===== config.mk =====
export PLATFORM = sky130hd
export DESIGN_NAME = ov7670_capture_ctrl
export DESIGN_NICKNAME = d
export VERILOG_FILES = /design/src/rtl/ov7670_capture_ctrl.sv
export SDC_FILE = /design/constraint.sdc
export NUM_CORES = 1
export LEC_CHECK = 0
export CORE_ASPECT_RATIO = 0.8
export CORE_MARGIN = 2
export CORE_UTILIZATION = 60
export DETAILED_ROUTE_END_ITERATION = 7
export PLACE_DENSITY = 0.95
export SLEW_MARGIN = 20
export SYNTH_ARGS = -nofsm -noshare
export SYNTH_HDL_FRONTEND = slang
export SYNTH_SLANG_ARGS = --single-unit

===== constraint.sdc =====
create_clock -name clk -period 3.85 [get_ports clk]
set_input_delay 0.77 -clock clk [delete_from_list [all_inputs] [get_ports clk]]
set_output_delay 0.77 -clock clk [all_outputs]
set_load 0.01 [all_outputs]

===== src/rtl/ov7670_capture_ctrl.sv =====
// OV7670 byte-stream capture: synchronizes the camera bus into clk, pairs bytes
// into RGB565 pixels and writes them to a frame buffer with geometry checking.
module ov7670_capture_ctrl #(
    parameter int AWIDTH   = 17,
    parameter int H_PIXELS = 320,
    parameter int V_LINES  = 240
) (
    input  logic              clk,
    input  logic              rst_n,
    input  logic              start,
    input  logic              continuous,
    input  logic              abort,
    input  logic              PCLK,
    input  logic              HREF,
    input  logic              VSYNC,
    input  logic [9:0]        data,
    output logic              wr_en,
    output logic [AWIDTH-1:0] wr_addr,
    output logic [15:0]       wr_data,
    output logic              busy,
    output logic              frame_done,
    output logic              frame_err
);

    typedef enum logic [1:0] {IDLE, WAIT_VSYNC, CAPTURE, DONE} state_t;

    localparam logic [15:0] H_CNT        = 16'(H_PIXELS);
    localparam logic [15:0] V_CNT        = 16'(V_LINES);
    localparam logic [31:0] FRAME_PIXELS = 32'(H_PIXELS * V_LINES);

    state_t              state_q, state_d;
    logic [10:0]         sync1_q, sync1_d, sync2_q, sync2_d;
    logic [2:0]          prev_q, prev_d;
    logic [AWIDTH-1:0]   addr_q, addr_d;
    logic [15:0]         col_q, col_d, row_q, row_d;
    logic                phase_q, phase_d;
    logic                cont_q, cont_d;
    logic                wr_en_q, wr_en_d;
    logic [AWIDTH-1:0]   wr_addr_q, wr_addr_d;
    logic [15:0]         wr_data_q, wr_data_d;
    logic                busy_q, busy_d;
    logic                frame_done_q, frame_done_d;
    logic                frame_err_q, frame_err_d;

    logic                pclk_s, href_s, vsync_s;
    logic [7:0]          data_s;
    logic                pclk_rise, href_fall, vsync_fall, vsync_rise;
    logic                write_ok;
    logic                unused_data;

    assign unused_data = ^data[9:8];

    // Bus layout through both sync stages: {PCLK, HREF, VSYNC, data[7:0]}
    assign sync1_d = {PCLK, HREF, VSYNC, data[7:0]};
    assign sync2_d = sync1_q;
    assign prev_d  = sync2_q[10:8];

    assign pclk_s  = sync2_q[10];
    assign href_s  = sync2_q[9];
    assign vsync_s = sync2_q[8];
    assign data_s  = sync2_q[7:0];

    assign pclk_rise  = pclk_s & ~prev_q[2];
    assign href_fall  = ~href_s & prev_q[1];
    assign vsync_fall = ~vsync_s & prev_q[0];
    assign vsync_rise = vsync_s & ~prev_q[0];

    assign write_ok = (col_q < H_CNT) && (32'(addr_q) < FRAME_PIXELS);

    always_comb begin
        state_d      = state_q;
        addr_d       = addr_q;
        col_d        = col_q;
        row_d        = row_q;
        phase_d      = phase_q;
        cont_d       = cont_q;
        wr_en_d      = 1'b0;
        wr_addr_d    = wr_addr_q;
        wr_data_d    = wr_data_q;
        frame_done_d = 1'b0;
        frame_err_d  = frame_err_q;

        case (state_q)
            IDLE: begin
                if (start) begin
                    state_d     = WAIT_VSYNC;
                    cont_d      = continuous;
                    frame_err_d = 1'b0;
                end
            end
            WAIT_VSYNC: begin
                if (vsync_fall) begin
                    state_d = CAPTURE;
                    addr_d  = '0;
                    col_d   = '0;
                    row_d   = '0;
                    phase_d = 1'b0;
                end
            end
            CAPTURE: begin
                if (pclk_rise && href_s) begin
                    if (!phase_q) begin
                        wr_data_d[15:8] = data_s;
                        phase_d         = 1'b1;
                    end else begin
                        phase_d = 1'b0;
                        col_d   = col_q + 16'd1;
                        // Overlong lines/frames keep counting columns but the
                        // address stays put so the next line lands correctly.
                        if (write_ok) begin
                            wr_en_d        = 1'b1;
                            wr_addr_d      = addr_q;
                            wr_data_d[7:0] = data_s;
                            addr_d         = addr_q + 1'b1;
                        end
                    end
                end
                if (href_fall) begin
                    if (col_q != H_CNT || phase_q) frame_err_d = 1'b1;
                    col_d   = '0;
                    phase_d = 1'b0;
                    row_d   = row_q + 16'd1;
                end
                // row_d already includes a line ending in this same cycle
                if (vsync_rise) begin
                    if (row_d != V_CNT) frame_err_d = 1'b1;
                    state_d      = DONE;
                    frame_done_d = 1'b1;
                end
            end
            DONE: begin
                state_d = cont_q ? WAIT_VSYNC : IDLE;
            end
            default: state_d = IDLE;
        endcase

        if (abort) begin
            state_d      = IDLE;
            wr_en_d      = 1'b0;
            frame_done_d = 1'b0;
        end

        busy_d = (state_d != IDLE);
    end

    always_ff @(posedge clk) begin
        if (!rst_n) begin
            state_q      <= IDLE;
            sync1_q      <= '0;
            sync2_q      <= '0;
            prev_q       <= '0;
            addr_q       <= '0;
            col_q        <= '0;
            row_q        <= '0;
            phase_q      <= 1'b0;
            cont_q       <= 1'b0;
            wr_en_q      <= 1'b0;
            wr_addr_q    <= '0;
            wr_data_q    <= '0;
            busy_q       <= 1'b0;
            frame_done_q <= 1'b0;
            frame_err_q  <= 1'b0;
        end else begin
            state_q      <= state_d;
            sync1_q      <= sync1_d;
            sync2_q      <= sync2_d;
            prev_q       <= prev_d;
            addr_q       <= addr_d;
            col_q        <= col_d;
            row_q        <= row_d;
            phase_q      <= phase_d;
            cont_q       <= cont_d;
            wr_en_q      <= wr_en_d;
            wr_addr_q    <= wr_addr_d;
            wr_data_q    <= wr_data_d;
            busy_q       <= busy_d;
            frame_done_q <= frame_done_d;
            frame_err_q  <= frame_err_d;
        end
    end

    assign wr_en      = wr_en_q;
    assign wr_addr    = wr_addr_q;
    assign wr_data    = wr_data_q;
    assign busy       = busy_q;
    assign frame_done = frame_done_q;
    assign frame_err  = frame_err_q;

endmodule


# --- Yosys cells after proc, flatten, opt, wreduce, memory -nomap -nowiden ---
# Cells that the tools add are included.
totals:
  rom_bits: 0
  latchBits: 0
  ram_bits: 0
  word_cells: 94
  mem_count: 0
  out_inout_bits: 37
  regBits: 115
classes:
  n_eq_ne: 12
  n_lt_le_gt_ge: 2
  reduce_logical: 17
  add_sub_neg: 3
  div: 0
  multipliers: 0
  bitwise_logic: 12
  muxes: 32
  shift: 0
op_table:
  columns: ["operator", "count"]
  rows:
  - ["$mux 16", 6]
  - ["$mux 17", 4]
  - ["$pmux 16 s2", 2]
  - ["$pmux 17 s2", 1]
  - ["$add 16x1->16 const B", 2]
  - ["$add 17x1->17 const B", 1]
  - ["$lt 17x17->1 const B", 1]
  - ["$lt 16x9->1 const B", 1]
  - ["$ne 16x8->1 const B", 1]
  - ["$ne 16x9->1 const B", 1]
  - ["$mux 1", 12]
  - ["$ne 2x2->1 const B", 5]
  - ["$mux 2", 4]
  - ["$not 1->1", 8]
  - ["$pmux 2 s4", 1]
  - ["$reduce_and 4->1", 2]
  - ["$ne 3x3->1 const B", 2]
  - ["$reduce_and 2->1", 3]
  - ["$reduce_and 3->1", 2]
  - ["$reduce_bool 2->1", 3]
  - ["$reduce_and 5->1", 1]
  - ["$reduce_or 5->1", 1]
  - ["$and 1x1->1", 4]
  - ["$eq 2x2->1 const B", 2]
  - ["6 further kinds", 8]

# --- Logic depth before layout (Yosys ltp) ---
logic_depth:
  depth_word: 8
  ltp_mapped: 9
  mapped_depth_nobuf: 8

# --- Worst setup path before layout ---
# No wires, ideal clock.
synth_timing:
  kind: "register to register"
  from: "register col_q[11]"
  to: "register addr_q[13]"
  t_arrival_ns: 2.117
  slack_ns: 1.662
  n_path_buf: 1
  path_stages_with_launch: 8
  path_cell_list: "dfxtp_1 or4_4 nor4_4 o2111a_1 buf_4 o21ai_2 or4_1 a21oi_1"
synth_via:
  elab_chain_len: 4
synth_lines:
  columns: ["item", "line_no", "source"]
  rows:
  - ["start: declaration", "35", "logic [15:0] col_q, col_d, row_q, row_d;"]
  - ["start signal: assignment", "169", "col_q <= col_d;"]
  - ["$lt 16x9->1", "68", "assign write_ok = (col_q < H_CNT) && (32'(addr_q) < FRAME_PIXELS);"]
  - ["$logic_and 1x1->1", "68", null]
  - ["$ne 2x2->1 (no line)", null, null]
  - ["$reduce_and 5->1 (no line)", null, null]
  - ["end signal: assignment", "168", "addr_q <= addr_d;"]
  - ["end: declaration", "34", "logic [AWIDTH-1:0] addr_q, addr_d;"]
# Every way passes these cells.
# A chain may end at the register's enable or synchronous reset.

# --- Worst setup path after layout ---
layout_timing:
  from: "register row_q[0]"
  to: "register frame_err_q (netlist: frame_err)"
layout_via:
  elab_chain_len: 7
layout_lines:
  columns: ["item", "line_no", "source"]
  rows:
  - ["start: declaration", "35", null]
  - ["start signal: assignment", "170", "row_q <= row_d;"]
  - ["$add 16x1->16", "122", "row_d = row_q + 16'd1;"]
  - ["$mux 16 *", "118", "if (href_fall) begin"]
  - ["$mux 16 *", "83", "case (state_q)"]
  - ["$ne 16x8->1 *", "126", "if (row_d != V_CNT) frame_err_d = 1'b1;"]
  - ["$mux 1 *", "126", null]
  - ["$mux 1 *", "125", "if (vsync_rise) begin"]
  - ["$pmux 1 s2 *", "83", null]
  - ["end signal: assignment", "178", "frame_err_q <= frame_err_d;"]
  - ["end: declaration", "43", "logic frame_err_q, frame_err_d;"]
# Every way passes the cells marked *; elsewhere a longest branch is shown, timed or not. The select of a mux whose other input is x is not followed.

==> impl_metrics.env <==
export IMPL_status="finished clean"
export IMPL_ys_flop_type="dfxtp_1"
export IMPL_htree_num_levels=4
export IMPL_cts_repair_resized=0
export IMPL_pwr_share_seq=0.431
export IMPL_arrival_ns=3.35
export IMPL_p_sw_w=0.000639
export IMPL_hold_violations=0
export IMPL_cts_tree="done"
export IMPL_crit_fanout=6
export IMPL_grt_pass1_wl_um=20200
export IMPL_die_height_um=85.5
export IMPL_die_area_um2=9060
export IMPL_crit_path_end_kind="flip-flop"
export IMPL_drt_first_pass_iters=6
export IMPL_max_freq_mhz=337
export IMPL_drv_slew=0
export IMPL_pwr_share_comb=0.022
export IMPL_nets=647
export IMPL_yosys_warnings=0
export IMPL_avgSynthCellArea_um2=8.61
export IMPL_maxCapViolCount=0
export IMPL_start_kind="flip-flop"
export IMPL_clk_path_buf_depth=2
export IMPL_place_hpwl_um=7640
export IMPL_floorplan_initialDensity=0.625
export IMPL_ant_nets=0
export IMPL_synth_seq_area_share=0.462
export IMPL_max_slew_margin=0.199
export IMPL_drc=0
export IMPL_clkPwrFrac=0.547
export IMPL_final_common_cell="dfxtp_1"
export IMPL_rows=29
export IMPL_via_count=4535
export IMPL_fp_coreArea_um2=7980
export IMPL_required_ns=4.24
export IMPL_rsz0062_at_grt="false"
export IMPL_preCtsSetupSlack_ns=1.14
export IMPL_ir_drop_v=0.000405
export IMPL_routabilityCongestion=0.919
export IMPL_grt_max_degree=63
export IMPL_syn_cell_area_um2=4990
export IMPL_worst_pin_slew_ns=1.19
export IMPL_hold_path_class="reg -> reg"
export IMPL_via_per_inst=6.08
export IMPL_grt_pass1_vias=4363
export IMPL_p_leak_nw=2.13
export IMPL_final_cell_mix="dfxtp_1 (115), nand2_1 (84), clkdlybuf4s50_1 (51), nor2_1 (41), a21boi_0 (31)"
export IMPL_setup_viol=0
export IMPL_synth_edf_count=0
export IMPL_syn_inst=579
export IMPL_setup_tns_ns=0
export IMPL_ys_types=54
export IMPL_drt_wl_total_um=12300
export IMPL_diodes=0
export IMPL_grt_overflow=0
export IMPL_p_sw_frac=0.227
export IMPL_postCtsSetupBuffers=0
export IMPL_ys_seq_elements=115
export IMPL_clkTransAtPathRegs_ns=0.06
export IMPL_syn_nets=601
export IMPL_wl_per_cell_um=16.5
export IMPL_drive_gt1_frac=0.0784
export IMPL_first_iter_violations=361
export IMPL_numCtsBuffers=17
export IMPL_setup_ws_ns=0.887
export IMPL_p_int_w=0.00217
export IMPL_power_density_nw_per_um2=456
export IMPL_die_x_um=106
export IMPL_worstSkewPairLatency_ns=0.52
export IMPL_track_usage=0.279
export IMPL_syn_to_final_growth_pct=23.6
export IMPL_post_route_min_period_ns=2.96
export IMPL_boundaryPins=55
export IMPL_async_flop_share=0
export IMPL_grt_antenna_before_repair=0
export IMPL_numPortBuffers=52
export IMPL_period_share=0.770
export IMPL_setup_worst_path_class="reg -> reg"
export IMPL_postCtsHoldBufs=0
export IMPL_cts_root_buffer="clkbuf_8"
export IMPL_cts_sinks=115
export IMPL_skew_ns=0.00816
cell usage after synthesis (all sizes together), types with 2 or more instances:
| master | number | share of area |
|---|---|---|
| nand2 | 84 | 0.063 |
| o31ai | 4 | 0.0060 |
| and3 | 8 | 0.010 |
| buf | 9 | 0.0090 |
| clkbuf | 24 | 0.018 |
| o2111ai | 6 | 0.011 |
| and4 | 4 | 0.0070 |
| and2 | 28 | 0.035 |
| o21a | 8 | 0.012 |
| nand4 | 8 | 0.010 |
| o211a | 3 | 0.0060 |
| o21ai | 26 | 0.027 |
| mux2i | 8 | 0.016 |
| or4 | 5 | 0.0083 |
| or3 | 10 | 0.013 |
| dfxtp | 115 | 0.46 |
| o31a | 2 | 0.0035 |
| a21boi | 31 | 0.047 |
| nand3 | 18 | 0.018 |
| xnor2 | 5 | 0.0088 |
| ha | 4 | 0.010 |
| nor3 | 16 | 0.016 |
| xor2 | 14 | 0.025 |
| and3b | 2 | 0.0035 |
| nand4b | 4 | 0.0070 |
| nor3b | 2 | 0.0030 |
| a31oi | 4 | 0.0050 |
| nor2 | 41 | 0.031 |
| a21oi | 28 | 0.028 |
| nand2b | 5 | 0.0063 |
| a21o | 3 | 0.0045 |
| or2 | 5 | 0.0063 |
| o211ai | 7 | 0.011 |
| inv | 5 | 0.0038 |
| nor4 | 5 | 0.0093 |
| nor2b | 15 | 0.019 |
| a211oi | 2 | 0.0030 |
cell type report:
cell class	instances	area (um2)
Timing Repair Buffer	60	576
Fill cell	523	1820
Clock inverter	15	168
Tap cell	108	135
Multi-Input combinational cell	426	2550
Inverter	5	18.8
Clock buffer	17	414
Sequential cell	115	2300
critical path, stage by stage (launching register included):
cell and delay [ns]:
dfxtp_1 0.42, ha_1 0.29, nand4b_1 0.20, nor4_1 1.00
xnor2_1 0.21, nand4_1 0.12, a2111oi_0 0.44, o21ai_0 0.14
routing by layer:
layer	GRT usage	part of all wire	vias up
met5	0	0	-
li1	-	-	2145
met4	0.133	0.022	0
met1	0.335	0.40	2122
met3	0.0874	0.088	34
met2	0.462	0.49	234
metrics by stage:
step | instances | total power, W | utilization | hold slack [ns] | area [um2]
after floorplan | 579 | 0.00127 | - | 0.412 | 4990
after detailed placement | 714 | 0.00130 | 0.697 | 0.421 | 5570
final | 746 | 0.00281 | 0.772 | 0.432 | 6160
after global routing | 746 | 0.00289 | 0.772 | 0.450 | 6160
after global placement | 714 | 0.00129 | 0.697 | 0.415 | 5570
after CTS | 746 | 0.00282 | 0.770 | 0.434 | 6150
worst paths after layout:
| path | start | to | slack (ns) | cells past startpoint |
|---|---|---|---|---|
| setup / recovery | row_q[0]$_SDFFE_PN0P_ | frame_err$_SDFFE_PN0P_ | 0.89 | 7 |
| hold / removal | sync1_q[0]$_SDFF_PN0_ | sync2_q[0]$_SDFF_PN0_ | 0.43 | 1 |
| hold reg to reg | sync1_q[0]$_SDFF_PN0_ | sync2_q[0]$_SDFF_PN0_ | 0.43 | 1 |
| setup reg to reg | row_q[0]$_SDFFE_PN0P_ | frame_err$_SDFFE_PN0P_ | 0.89 | 7 |
state kept, by name, summed over array words and instances (netlist names):
name and cells:
frame_err 1, wr_en 1, frame_done 1, addr_q 17, row_q 16, wr_addr 17
col_q 16, cont_q 1, sync2_q 11, wr_data 16, prev_q 3, phase_q 1
busy 1, sync1_q 11, state_q 2
power by group through the flow:
stage | logic, W | clock network (W) | registers [W]
3_3_place_gp | 0.0000581 | 0 | 0.00124
4_1_cts | 0.0000609 | 0.00155 | 0.00121
2_1_floorplan | 0.0000376 | 0 | 0.00123
5_1_grt | 0.0000667 | 0.00161 | 0.00121
3_5_place_dp | 0.0000599 | 0 | 0.00124
6_report | 0.0000614 | 0.00154 | 0.00121
logic make-up after synthesis:
family                     Yosys count  share of synthesized area
buffers and inverters               38                     0.0309
DFF                                115                      0.462
adders and majority gates            4                     0.0100
AOI/OAI and AO/OA                  132                      0.177
muxes                                8                     0.0161
and+or+nand+nor                    263                      0.271
xor gates and xnor gates            19                     0.0334
Power figures use the tool's default switching activity.
